===== src/rtl/sched_pkg.sv =====
// rtl/sched_pkg.sv - shared state type and phase-length helper for the tile scheduler
package sched_pkg;

    typedef enum logic [2:0] {
        S_IDLE,
        S_LOAD,
        S_MULT,
        S_DONE
    } sched_state_t;

    // MULT phase length: the wavefront needs 2N-1 steps to drain through an N x N array.
    function automatic int mult_cycles(input int n, input int s);
        return (2 * n - 1) * s;
    endfunction

endpackage


===== src/rtl/sched_row_stagger.sv =====
// rtl/sched_row_stagger.sv - staggered per-row multiply-enable mask generator
module sched_row_stagger #(
    parameter int MATRIX_SIZE = 4,
    parameter int STEP_CYCLES = 4
) (
    input  logic                   clk,
    input  logic                   reset_n,
    input  logic                   clear,
    input  logic                   advance,
    output logic [MATRIX_SIZE-1:0] row_mask
);

    localparam int SW = $clog2(STEP_CYCLES + 1);
    localparam logic [MATRIX_SIZE-1:0] FIRST_ROW = {1'b1, {(MATRIX_SIZE-1){1'b0}}};

    logic [SW-1:0] step_cnt;

    // The first advance after a clear lights the top row; every STEP_CYCLES advances
    // afterwards another row joins from the MSB side until the mask saturates.
    always_ff @(posedge clk) begin
        if (!reset_n) begin
            row_mask <= '0;
            step_cnt <= '0;
        end else if (clear) begin
            row_mask <= '0;
            step_cnt <= '0;
        end else if (advance) begin
            if (row_mask == '0) begin
                row_mask <= FIRST_ROW;
                step_cnt <= SW'(1);
            end else if (step_cnt == SW'(STEP_CYCLES)) begin
                row_mask <= {1'b1, row_mask[MATRIX_SIZE-1:1]};
                step_cnt <= SW'(1);
            end else begin
                step_cnt <= step_cnt + SW'(1);
            end
        end
    end

endmodule


===== src/rtl/systolic_sched_v2.sv =====
// rtl/systolic_sched_v2.sv - LOAD/MULT tile sequencer for the weight-stationary systolic array
module systolic_sched_v2
    import sched_pkg::*;
#(
    parameter int MATRIX_SIZE = 4,
    parameter int STEP_CYCLES = 4,
    parameter int TILE_W      = 8
) (
    input  logic                   clk,
    input  logic                   reset_n,
    input  logic                   en,
    input  logic                   start,
    input  logic [TILE_W-1:0]      num_tiles,
    output logic                   busy,
    output logic [MATRIX_SIZE-1:0] load_weight,
    output logic [MATRIX_SIZE-1:0] enable_mult,
    output logic [TILE_W-1:0]      tile_idx,
    output logic                   done
);

    localparam int N   = MATRIX_SIZE;
    localparam int MC  = mult_cycles(MATRIX_SIZE, STEP_CYCLES);
    localparam int MCW = $clog2(MC + 1);
    localparam int RW  = $clog2(N + 1);

    sched_state_t      state;
    logic [RW-1:0]     row_cnt;
    logic [MCW-1:0]    mult_cnt;
    logic [TILE_W-1:0] tiles_q;
    logic [TILE_W:0]   next_tile;
    logic              last_load;
    logic              last_mult;
    logic              stagger_clear;
    logic              stagger_advance;

    assign next_tile = {1'b0, tile_idx} + (TILE_W + 1)'(1);
    assign last_load = (row_cnt == RW'(N));
    assign last_mult = (mult_cnt == MCW'(MC));

    // Stagger is advanced on the LOAD->MULT edge and every MULT cycle, cleared when MULT ends;
    // both are gated by en so a stall freezes the mask together with the FSM.
    always_comb begin
        stagger_clear   = 1'b0;
        stagger_advance = 1'b0;
        if (en) begin
            case (state)
                S_LOAD:  stagger_advance = last_load;
                S_MULT: begin
                    if (last_mult) begin
                        stagger_clear = 1'b1;
                    end else begin
                        stagger_advance = 1'b1;
                    end
                end
                default: ;
            endcase
        end
    end

    sched_row_stagger #(
        .MATRIX_SIZE (MATRIX_SIZE),
        .STEP_CYCLES (STEP_CYCLES)
    ) u_stagger (
        .clk      (clk),
        .reset_n  (reset_n),
        .clear    (stagger_clear),
        .advance  (stagger_advance),
        .row_mask (enable_mult)
    );

    // Main FSM: row_cnt counts load strobes already issued, mult_cnt counts MULT cycles issued.
    always_ff @(posedge clk) begin
        if (!reset_n) begin
            state       <= S_IDLE;
            row_cnt     <= '0;
            mult_cnt    <= '0;
            tiles_q     <= '0;
            tile_idx    <= '0;
            load_weight <= '0;
            busy        <= 1'b0;
            done        <= 1'b0;
        end else if (en) begin
            case (state)
                S_IDLE: begin
                    if (start && (num_tiles != '0)) begin
                        tiles_q     <= num_tiles;
                        tile_idx    <= '0;
                        row_cnt     <= RW'(1);
                        mult_cnt    <= '0;
                        load_weight <= N'(1);
                        busy        <= 1'b1;
                        state       <= S_LOAD;
                    end
                end
                S_LOAD: begin
                    if (last_load) begin
                        load_weight <= '0;
                        row_cnt     <= '0;
                        mult_cnt    <= MCW'(1);
                        state       <= S_MULT;
                    end else begin
                        load_weight <= N'(1) << row_cnt;
                        row_cnt     <= row_cnt + RW'(1);
                    end
                end
                S_MULT: begin
                    if (last_mult) begin
                        mult_cnt <= '0;
                        if (next_tile < {1'b0, tiles_q}) begin
                            tile_idx    <= next_tile[TILE_W-1:0];
                            row_cnt     <= RW'(1);
                            load_weight <= N'(1);
                            state       <= S_LOAD;
                        end else begin
                            done  <= 1'b1;
                            state <= S_DONE;
                        end
                    end else begin
                        mult_cnt <= mult_cnt + MCW'(1);
                    end
                end
                S_DONE: begin
                    done  <= 1'b0;
                    busy  <= 1'b0;
                    state <= S_IDLE;
                end
                default: state <= S_IDLE;
            endcase
        end
    end

endmodule


===== config.mk =====
export PLATFORM = sky130hd
export DESIGN_NAME = systolic_sched_v2
export DESIGN_NICKNAME = d
export VERILOG_FILES = /design/src/rtl/sched_pkg.sv /design/src/rtl/sched_row_stagger.sv /design/src/rtl/systolic_sched_v2.sv
export SDC_FILE = /design/constraint.sdc
export NUM_CORES = 1
export LEC_CHECK = 0
export ABC_AREA = 0
export CAP_MARGIN = 20
export CORE_ASPECT_RATIO = 2
export CORE_UTILIZATION = 45
export DETAILED_ROUTE_END_ITERATION = 12
export PLACE_DENSITY = 0.67
export SETUP_SLACK_MARGIN = 0.15
export SLEW_MARGIN = 5
export SYNTH_ARGS = -nofsm -noshare
export SYNTH_HDL_FRONTEND = slang
export SYNTH_SLANG_ARGS = --single-unit

===== constraint.sdc =====
create_clock -name clk -period 7.8 [get_ports clk]
set_clock_uncertainty 0.05 [all_clocks]
set_input_delay 1.56 -clock clk [delete_from_list [all_inputs] [get_ports clk]]
set_output_delay 1.56 -clock clk [all_outputs]
set_load 0.01 [all_outputs]

## Word-level counts from Yosys, hierarchy flattened

Index checks and enable logic that the tools add are counted.

| word-level totals | value |
|---|---|
| output and inout port bits | 18 |
| bits of input ports | 12 |
| register bits after elaboration | 40 |
| logic and storage cells | 83 |

| operators by class | value |
|---|---|
| reductions and logical operators | 18 |
| shift operators | 1 |
| $lt $le $gt $ge | 1 |
| $add $sub $neg | 4 |
| muxes and demuxes | 37 |
| eq/ne operators | 11 |
| bitwise logic cells | 1 |

Operators with widths:

| cell | number |
|---|---|
| 3-bit two-way mux | 8 |
| 4-bit two-way mux | 6 |
| 8-bit two-way mux | 3 |
| 3-bit case mux with 3 select lines | 2 |
| 8-bit case mux with 2 select lines | 1 |
| 5-bit two-way mux | 3 |
| 5-bit case mux with 3 select lines | 1 |
| 4-bit case mux with 3 select lines | 1 |
| 4-bit AND reduction | 3 |
| 2-bit inequality test, second input constant | 5 |
| 5-bit AND reduction | 2 |
| 8-bit by 1-bit adder with 9-bit output, second input constant | 1 |
| 9-bit by 8-bit < comparator with 1-bit output | 1 |
| 1-bit two-way mux | 8 |
| 2-bit nonzero test | 4 |
| 8-bit nonzero test | 1 |
| 3-bit by 1-bit adder with 3-bit output, second input constant | 2 |
| 3-bit by 2-bit equality test with 1-bit output, second input constant | 2 |
| 3-bit equality test, second input constant | 2 |
| 1-bit case mux with 2 select lines | 3 |
| 3-bit AND reduction | 2 |
| 5-bit by 1-bit adder with 5-bit output, second input constant | 1 |
| 5-bit equality test, second input constant | 1 |
| 4-bit logical NOT | 1 |
| 9 further kinds | 9 |

## Logic depth before layout (Yosys ltp)

| logic depth | value |
|---|---|
| depth after elaboration | 5 |
| depth in mapped cells | 12 |
| depth with buffers taken out | 10 |

## Hierarchy

From an unflattened synthesis, not the netlist that was laid out.

| unflattened totals | value |
|---|---|
| cell total of the unflattened synthesis | 275 |
| area total of the unflattened synthesis | 2384.8 um^2 |

By module, submodules not included:

| module | seq. area each (um^2) | times used | cells each | area each (um^2) |
|---|---|---|---|---|
| systolic_sched_v2 | 640.6 | 1 | 239 | 2063.2 |
| sched_row_stagger | 140.1 | 1 | 36 | 321.6 |

## Least setup slack after synthesis

OpenSTA, ideal clock, no wires.

| timing | value |
|---|---|
| path type | input to register |
| from | input num_tiles[4] |
| to | register state[1] |
| path buffers | 0 |
| arrival | 2925 ps |
| slack | 4705 ps |
| stages | 5 |
| library setup time | 120 ps |
| data required time | 7630 ps |
| path through | or4_1 > o21ai_2 > a21o_1 > nor4_1 > o31a_1 |

| on the way | value |
|---|---|
| cells in the longest elaborated chain, start to end | 4 |

Ends and longest elaborated chain:

| item | RTL line | source |
|---|---|---|
| from (decl) | systolic_sched_v2.sv:13 | `input logic [TILE_W-1:0] num_tiles,` |
| 8-bit nonzero test | systolic_sched_v2.sv:85 | `if (start && (num_tiles != '0)) begin` |
| 1-bit logical AND | systolic_sched_v2.sv:85 |  |
| 2-bit inequality test (no source line) | -- |  |
| 4-bit AND reduction (no source line) | -- |  |
| to (signal assigned) | systolic_sched_v2.sv:92 | `state <= S_LOAD;` |
| to (signal assigned) | systolic_sched_v2.sv:100 | `state <= S_MULT;` |
| to (signal assigned) | systolic_sched_v2.sv:113 | `state <= S_LOAD;` |
| to (decl) | systolic_sched_v2.sv:26 | `sched_state_t state;` |

No other way between the ends.
A chain may end at the register's enable or synchronous reset.

## Worst setup path after layout

| timing | value |
|---|---|
| from | input en |
| to | register row_cnt[0] |

| on the way | value |
|---|---|
| cells in the longest elaborated chain, start to end | 1 |

Ends and longest elaborated chain:

| item | RTL line | source |
|---|---|---|
| from (decl) | systolic_sched_v2.sv:11 | `input logic en,` |
| 5-bit AND reduction (no source line) | -- |  |
| to (signal assigned) | systolic_sched_v2.sv:103 | `row_cnt <= row_cnt + RW'(1);` |
| to (decl) | systolic_sched_v2.sv:27 | `logic [RW-1:0] row_cnt;` |

No other way between the ends.

==> impl_metrics.py <==
metrics = {
    "outcome": {
        "status": "finished, final reports clean",
    },
    "hold_path": {
        "min_from": "load_weight[1]",
        "hold_depth": 2,
        "min_to": "load_weight[1]",
        "hp-class": "register to register",
    },
    "worst_setup_path": {
        "cp.arrival_ns": 4.05,
        "end_kind": "register",
        "path_max_fanout": 13,
        "r2r_setup_slack_ns": 4.04,
        "reg2reg_depth": 10,
        "path_cells": "clkdlybuf4s50_1, o21ai_0, a21oi_1, nand3b_1, mux2i_1",
        "reg2reg_from": "tile_idx[2]",
        "reg2reg_to": "row_cnt[0]",
        "worst_setup_path_start_kind": "input port",
        "crit_type": "input port to register",
        "slowest_delay_ns": 0.85,
        "cp.required_ns": 7.97,
        "cpMaxStageDelayCell": "a21oi_1",
    },
    "placement": {
        "port_buffers": 29,
        "hpwlAfterDp_um": 4210,
        "gp_congestion": 0.834,
    },
    "power": {
        "switching_share": 0.304,
        "p_switching_uw": 130,
        "p_comb_frac": 0.188,
        "total_power_uw": 429,
        "max-vdd-ir-drop_mv": 0.118,
        "total_leakage_power_uw": 0.00104,
        "p_per_area_nw_per_um2": 153,
        "p_clk_frac": 0.324,
        "seqPwrFrac": 0.488,
        "p_int_uw": 299,
    },
    "yosys": {
        "ys_async_sr_fraction": 0,
        "ys_ff_latch": 39,
        "synth_top_family_by_area": "simple AND/OR/NAND/NOR gates",
        "synth_fp_nets": 321,
        "synth_cell_types": 49,
        "synthCells": 288,
        "synth_flop_cell": "dfxtp_1",
        "syn_avg_cell_area_um2": 8.41,
        "synth_mux_area_frac": 0.101,
        "synthXorXnorAreaFrac": 0.0217,
        "synth.area.top_cells": "dfxtp_1 (32%), ha_1 (11%), mux2i_1 (8.7%)",
        "synth_top_area_share": 0.322,
        "ys_seq_area_frac": 0.322,
        "synth_edf_count": 0,
        "yosys.area_share.simple": 0.229,
        "yosys_warnings": 0,
        "synthAdderAreaFrac": 0.108,
        "netlist_area_um2": 2420,
        "synth_area_leader_cell": "dfxtp_1",
        "synth-compound-area-share": 0.161,
    },
    "routing": {
        "drt_iter0_drc": 60,
        "wl_per_cell_um": 15.3,
        "ant_nets": 0,
        "via_per_inst": 5.94,
        "wl_um": 5620,
        "vias": 2185,
        "route.detailed.drc": 0,
        "dr.pass1.iters": 4,
    },
    "floorplan": {
        "fp.dieArea_um2": 5700,
        "start_util": 0.471,
        "ioPinCount": 30,
        "core_um2": 5140,
        "die_w_um": 53.9,
        "die_h_um": 106,
        "num_rows": 37,
    },
    "timing": {
        "rsz0062_at_grt": "false",
        "fmax_mhz": 258,
        "fin_tns_setup_ns": 0,
        "worst_pin_slew_ns": 1.04,
        "whs_ns": 0.412,
        "slew_headroom": 0.303,
        "drv_slew": 0,
        "fin_crit_sh": 0.497,
        "finalHoldViolCount": 0,
        "period_needed_ns": 3.88,
        "setup_viol": 0,
    },
    "final_layout": {
        "finalNetCount": 342,
        "layout_commonest_cell": "dfxtp_1",
        "fillers": 490,
        "layout_common_cells": "dfxtp_1 (39), clkdlybuf4s50_1 (29), nand2_1 (27), nor2_1 (24)",
        "drive_above_1_share": 0.0516,
        "area_delta_synth_final_pct": 15.9,
        "diodes": 0,
    },
    "clocking": {
        "numCtsBuffers": 5,
        "clock_path_buffers": 2,
        "post_cts_buffers": 0,
        "ctsResizeCount": 0,
        "clkLatencyLatePin_ns": 0.31,
        "cts_hold_buf": 0,
        "cts_tree": "yes",
        "clock_sinks": 39,
        "root_buffer": "clkbuf_8",
        "path_clk_slew_ns": 0.07,
        "cts_htree_levels": 2,
    },
    "global_route": {
        "first_global_vias": 2086,
        "grt_pass1_wl_um": 9320,
        "antenna_found_initial": 0,
        "grt.total_usage": 0.227,
        "grt_overflow": 0,
        "grt_max_degree": 34,
    },
    "flow_run": {
        "cap_viol_max_count": 0,
    },
}
==> Yosys cell counts (2+ instances only) <==
cell type  instances
and3_1             2
nand2_1           27
o21ai_0            5
a21o_1             5
a211oi_1           4
ha_1              21
nor2b_1            3
nor3b_1            2
a21oi_1           11
nor2_1            24
nand3_1           13
dfxtp_1           39
nand3b_1           4
nor4_1             6
nand4_1           11
xnor2_1            3
o211ai_1           6
o32a_1             3
clkbuf_1           9
a32oi_1            3
a31oi_1            6
buf_2              6
and2_1             2
xor2_1             3
nor3_1             5
or4_1              3
inv_1             18
mux2_2             3
mux2i_1           21
==> kinds of logic after synthesis <==
kind of cell | Yosys count
simple gates | 108
buf+inv | 35
fa+ha+maj | 21
xor+xnor | 6
compound gates | 55
flops | 39
mux | 24
==> power by group through the flow <==
stage,clock network (µW),registers [µW],logic [µW]
after CTS,143,210,80.3
after detailed placement,0,214,80.1
after floorplan,0,214,56.2
after global routing,149,210,88.2
after global placement,0,214,79.5
final,139,210,80.6
==> metal layers <==
layer / vias up / track usage / share of wire / wire [µm]
li1: 1085 / - / - / -
met1: 1032 / 0.220 / 0.37 / 2070
met2: 50 / 0.397 / 0.56 / 3140
met3: 18 / 0.0447 / 0.031 / 176
met4: 0 / 0.158 / 0.040 / 227
met5: - / 0 / 0 / 0
==> per-stage QoR <==
stage | cell area (µm²) | util | std cells | setup slack [ns]
floorplan | 2420 | - | 288 | 4.71
detailed placement | 2730 | 0.530 | 360 | 3.67
finish | 2810 | 0.546 | 368 | 3.92
global route | 2810 | 0.546 | 368 | 3.75
global placement | 2730 | 0.530 | 360 | 3.76
CTS | 2810 | 0.546 | 368 | 4.00
==> registers in the layout, indices dropped and copies added (netlist names) <==
register,count
done,1
u_stagger.row_mask,4
row_cnt,3
load_weight,4
tile_idx,8
tiles_q,8
u_stagger.step_cnt,3
busy,1
mult_cnt,5
state,2
==> final cells by class <==
| cell class | instances | area (µm²) | area share |
|---|---|---|---|
| Timing Repair Buffer | 30 | 298 | 0.106 |
| Clock buffer | 7 | 76.3 | 0.0272 |
| Inverter | 19 | 71.3 | 0.0254 |
| Clock inverter | 1 | 5.00 | 0.00178 |
| Tap cell | 58 | 72.6 | 0.0259 |
| Multi-Input combinational cell | 214 | 1500 | 0.535 |
| Sequential cell | 39 | 781 | 0.278 |
==> critical path: cells and delay by family <==
family                 cells  cell delay, ns
buffers and inverters      1            0.56
and+or+nand+nor            1            0.59
muxes                      1            0.29
AOI/OAI and AO/OA          2            1.06
==> how the worst max path moves through the flow <==
stage	startpoint	endpoint	slack, ns	cells past startpoint
6_report	en	row_cnt[0]	3.92	5
5_1_grt	en	load_weight[2]	3.75	5
4_1_cts	en	row_cnt[0]	4.00	5
3_5_place_dp	en	row_cnt[1]	3.67	5
3_3_place_gp	en	load_weight[3]	3.76	5
2_1_floorplan	num_tiles[4]	state[1]	4.71	5
No activity file was read; power rests on OpenSTA's default activity.
==> RTL change 1: new RTL, config.mk and constraints unchanged <==
Encoding of `sched_state_t`: now one-hot (4 bits for 4 states).
--- a/src/rtl/sched_pkg.sv
+++ b/src/rtl/sched_pkg.sv
@@ -2,9 +2,9 @@
 package sched_pkg;
 
-    typedef enum logic [2:0] {
-        S_IDLE,
-        S_LOAD,
-        S_MULT,
-        S_DONE
+    typedef enum logic [3:0] {
+        S_IDLE = 4'b0001,
+        S_LOAD = 4'b0010,
+        S_MULT = 4'b0100,
+        S_DONE = 4'b1000
     } sched_state_t;
 
Behaviour: same outputs for any inputs over 10 cycles, from zero or initial values and one cycle with reset_n low; not proved beyond that.
==> RTL change 1 against the unedited design <==
- critical path depth fell by 1
- routed wire length fell by 14%
- cell area fell by 2.8%
- count of clock-buffer cells in the layout fell by 2
- sequential share of layout area rose by 2.3 points
- global-route usage fell by 2.3 points
- non-clock buffer count fell by 1
- worst setup slack improved by 520 ps
- first-iteration DRC count fell by 53%
- sequential cell count rose by 2
- area after synthesis fell by 4.7%
Power is not compared: it rests on default switching activity, and its combinational part moved more than twofold at a synthesized area within 25%.
==> RTL change 1: results (changes against the unedited design) <==
Worst setup path
  – CP max stage delay: 1130 ps (was 850 ps)
  – Worst setup startpoint: reset_n (was en)
  – Critical path arrival: 3550 ps (was 4050 ps)
  – R2r setup slk: 4590 ps (was 4040 ps)
  – Setup crit end: tile_idx[0] (was row_cnt[0])
  – FF-to-FF path depth: 11 (was 10)
  – Delay-heaviest family, CP: buffers and inverters (was compound AO/OA/AOI/OAI gates)
  – Critical register-to-register path endpoint: tile_idx[2] (was row_cnt[0])

Status
  – Status: finished clean (unchanged)

Final layout
  – Layout cells sized above 1: 7.07% (was 5.16%)
  – # nets final: 325 (was 342)
  – Fill cells: 470 (was 490)

Logic synthesis
  – Mapped Nets: 301 (was 321)
  – Cells after Synth: 272 (was 288)
  – Seq/Total Area, Yosys: 35.6% (was 32.2%)
  – Largest cells by area after synthesis: dfxtp_1 36%, ha_1 9.2%, nor2_1 6.3% (was dfxtp_1 32%, ha_1 11%, mux2i_1 8.7%)
  – Synth top area share: 35.6% (was 32.2%)

Global route
  – Tot GR Track Use: 20.5% (was 22.7%)
  – Largest net degree at the start of global routing: 30 (was 34)
  – Met3 usage: 3.07% (was 4.47%)
  – Met2 GRT Util: 39.7% (about the same)

Clock network
  – Worst-Skew Late Latency: 290 ps (was 310 ps)

Place
  – Placed insts: 346 (was 360)
  – Routability cong.: 0.860 (was 0.834)
  – Final HPWL DP: 3760 µm (was 4210 µm)
  – Dpl cell area: 2590 µm² (was 2730 µm²)

Hold path
  – Worst hold endpoint: load_weight[3] (was load_weight[1])
  – Worst Min Path Start: load_weight[3] (was load_weight[1])

Timing
  – Hold WS: 413 ps (was 412 ps)

Detailed routing
  – WL/cell: 13.7 µm (was 15.3 µm)
  – 1st-iter DRT viols: 28 (was 60)
  – Wire length on met2: 2730 µm (was 3140 µm)
  – WL met1: 1870 µm (was 2070 µm)
  – Via count: 1906 (was 2185)
-- RTL change 1: cell families (layout without fill, tap and decap cells) --
family | count (synthesis) | count (layout) | share of synthesized area (%)
flip-flops | 41 | 41 | 35.6
adder cells (fa/ha/maj) | 17 | 17 | 9.21
XOR/XNOR | 10 | 10 | 3.79
multiplexers | 11 | 11 | 4.77
buffers and inverters | 34 | 59 | 6.83
AO/OA/AOI/OAI | 57 | 57 | 17.3
AND/OR/NAND/NOR | 102 | 102 | 22.5
-- RTL change 1: layout make-up --
type	instances	share of cell area, %
Multi-Input combinational cell	197	48.7
Timing Repair Buffer	29	10.6
Clock inverter	3	2.38
Sequential cell	41	30.1
Clock buffer	5	2.52
Inverter	22	3.03
Tap cell	57	2.61
-- RTL change 1: stage by stage --
step,util [%],setup slack [ps]
after global placement,52.9,4170
after CTS,55.6,4420
final,55.6,4440
after global routing,55.6,4140
after detailed placement,52.9,4130
after floorplan,-,4920
==> RTL change 2: new RTL, config.mk and constraints unchanged <==
Without the edit above. `STEP_CYCLES` is set to 4 in 2 places; all go to 8.
--- a/src/rtl/sched_row_stagger.sv
+++ b/src/rtl/sched_row_stagger.sv
@@ -2,5 +2,5 @@
 module sched_row_stagger #(
     parameter int MATRIX_SIZE = 4,
-    parameter int STEP_CYCLES = 4
+    parameter int STEP_CYCLES = 8
 ) (
     input  logic                   clk,
--- a/src/rtl/systolic_sched_v2.sv
+++ b/src/rtl/systolic_sched_v2.sv
@@ -4,5 +4,5 @@
 #(
     parameter int MATRIX_SIZE = 4,
-    parameter int STEP_CYCLES = 4,
+    parameter int STEP_CYCLES = 8,
     parameter int TILE_W      = 8
 ) (
Function: changed (Yosys sat finds a counterexample within 10 cycles, from zero or initial values and one cycle with reset_n low).
==> RTL change 2 against the unedited design <==
- via count down 8.1%
- routed wire length fell by 4.6%
- worst setup slack improved by 410 ps
- hold slack about the same
- power is 17% higher
- sequential cell count is 2 higher
- area after synthesis rose by 0.15%
- combinational power shrank 3.0%
- clock power grew 47%
- cell area increased by 3.6%
- critical path type unchanged
- critical endpoint is now tile_idx[0]
- largest cell class unchanged
- highest routed layer unchanged
==> RTL change 2: results (changes against the unedited design) <==
Detailed routing
  – DRT Pass-1 Iters: 4 (unchanged)
  – 1st-iter DRT viols: 33 (was 60)
  – WL/cell: 15.0 µm (was 15.3 µm)
  – Via count: 2009 (was 2185)

Worst setup path
  – CP max stage delay: 610 ps (was 850 ps)
  – R2r setup slk: 4400 ps (was 4040 ps)
  – Critical Path Fanout Max: 9 (was 13)
  – Slowest CP cell: or4_1 (was a21oi_1)
  – Reg-to-Reg Start: tile_idx[2] (unchanged)
  – Critical path arrival: 3610 ps (was 4050 ps)
  – Critical register-to-register path endpoint: row_cnt[1] (was row_cnt[0])

Logic synthesis
  – Seq/Total Area, Yosys: 33.8% (was 32.2%)
  – Post-synth cell types: 50 (was 49)
  – FFs w/ async S/R, synth: 0% (unchanged)
  – YS warnings: 0 (unchanged)
  – Mapped Nets: 300 (was 321)
  – Synth cell count leaders: 41 x dfxtp_1, 24 x nand2_1, 22 x inv_1, 22 x mux2i_1, 21 x ha_1 (was 39 x dfxtp_1, 27 x nand2_1, 24 x nor2_1, 21 x ha_1, 21 x mux2i_1)
  – Largest cells by area after synthesis: dfxtp_1 34%, ha_1 11%, mux2i_1 9.1% (was dfxtp_1 32%, ha_1 11%, mux2i_1 8.7%)

Hold path
  – Worst hold endpoint: load_weight[2] (was load_weight[1])
  – Hold-critical path depth: 2 (unchanged)
  – Worst Min Path Start: load_weight[2] (was load_weight[1])

Global route
  – First-pass GRT wire length: 8850 µm (was 9320 µm)
  – Vias in the first global route: 2058 (was 2086)
  – Tot GR Track Use: 20.8% (was 22.7%)
  – Largest net degree at the start of global routing: 36 (was 34)

Timing
  – Slew HR: 33.8% (was 30.3%)

Clock network
  – Post-CTS Setup Bufs: 0 (unchanged)
  – Worst-Skew Late Latency: 290 ps (was 310 ps)

Place
  – Dpl cell area: 2770 µm² (was 2730 µm²)
  – Port Buffers: 29 (unchanged)
  – Final HPWL DP: 4110 µm (was 4210 µm)
  – Routability cong.: 0.796 (was 0.834)
  – Pre-CTS setup slack: 4030 ps (was 3670 ps)

Pwr
  – Lkg Pwr: 1.10 nW (was 1.04 nW)
  – Max rail drop VDD: 0.219 mV (was 0.118 mV)
  – Switch share: 25.5% (was 30.4%)

Final layout
  – Top flop regs: tile_idx: 8 flops, tiles_q: 8 flops, mult_cnt: 6 flops (was tile_idx: 8 flops, tiles_q: 8 flops, mult_cnt: 5 flops)
  – # nets final: 331 (was 342)
  – Ant. Diodes: 0 (unchanged)
  – Fill cells: 504 (was 490)
  – Design area: 2910 µm² (was 2810 µm²)
  – Layout cells sized above 1: 7.36% (was 5.16%)

Status
  – Status: finished clean (unchanged)
## RTL change 2: changes by cell type after synthesis, moves of 5 or more
cell | unedited run | this run
a21boi_0 | 0 | 5
a31oi_1 | 6 | 1
buf_2 | 6 | 0
nand4_1 | 11 | 6
nor2_1 | 24 | 14
nor2b_1 | 3 | 10
nor4_1 | 6 | 1
o211ai_1 | 6 | 0
## RTL change 2: area by class of cell
| class | count | share of cell area (%) |
|---|---|---|
| clock buffer | 5 | 2.37 |
| clock inverter | 3 | 2.24 |
| sequential | 41 | 28.2 |
| tap | 58 | 2.50 |
| timing repair buffer | 30 | 10.2 |
| inverter | 22 | 2.84 |
| multi-input combinational | 198 | 51.6 |
## RTL change 2: power by group through the flow
stage	sequential, W	clock [W]	combinational [W]
final	0.000220	0.000205	0.0000782
after global routing	0.000221	0.000218	0.0000860
after CTS	0.000220	0.000209	0.0000791
after detailed placement	0.000225	0	0.0000788
after global placement	0.000225	0	0.0000780
after floorplan	0.000224	0	0.0000552
## RTL change 2: worst max path at each step
stage / start / to / slack [ps] / cells past startpoint
after detailed placement: num_tiles[1] / tile_idx[0] / 4030 / 6
final: num_tiles[5] / tile_idx[0] / 4330 / 6
after CTS: num_tiles[5] / tile_idx[0] / 4340 / 6
after floorplan: num_tiles[5] / tile_idx[0] / 4620 / 5
after global routing: tile_idx[2] / row_cnt[1] / 4120 / 10
after global placement: num_tiles[5] / tile_idx[0] / 4060 / 6
## RTL change 2: kinds of logic after synthesis
logic type,after synthesis,synth area share [%]
compound gates,57,19.4
mux,23,9.54
buf+inv,28,4.38
simple gates,93,20.5
xor+xnor,4,1.44
fa+ha+maj,21,10.8
flops,41,33.8
## RTL change 2: metrics by stage
step / hold slack (ps) / instances
6_report: 412 / 357
5_1_grt: 446 / 357
4_1_cts: 418 / 357
3_5_place_dp: 406 / 349
3_3_place_gp: 396 / 349
2_1_floorplan: 407 / 267
## RTL change 2: critical path, delay by kind of cell
kind / cells / cell delay, ps
AND/OR/NAND/NOR: 2 / 730
AO/OA/AOI/OAI: 2 / 590
buffers and inverters: 1 / 420
multiplexers: 1 / 310
## RTL change 2: metal layers
metal / vias to the layer above / wire (µm) / track usage (%)
met5: - / 0 / 0
met4: 0 / 123 / 8.27
met3: 11 / 114 / 3.03
met2: 36 / 3070 / 40.5
met1: 941 / 2050 / 19.6
li1: 1021 / - / -
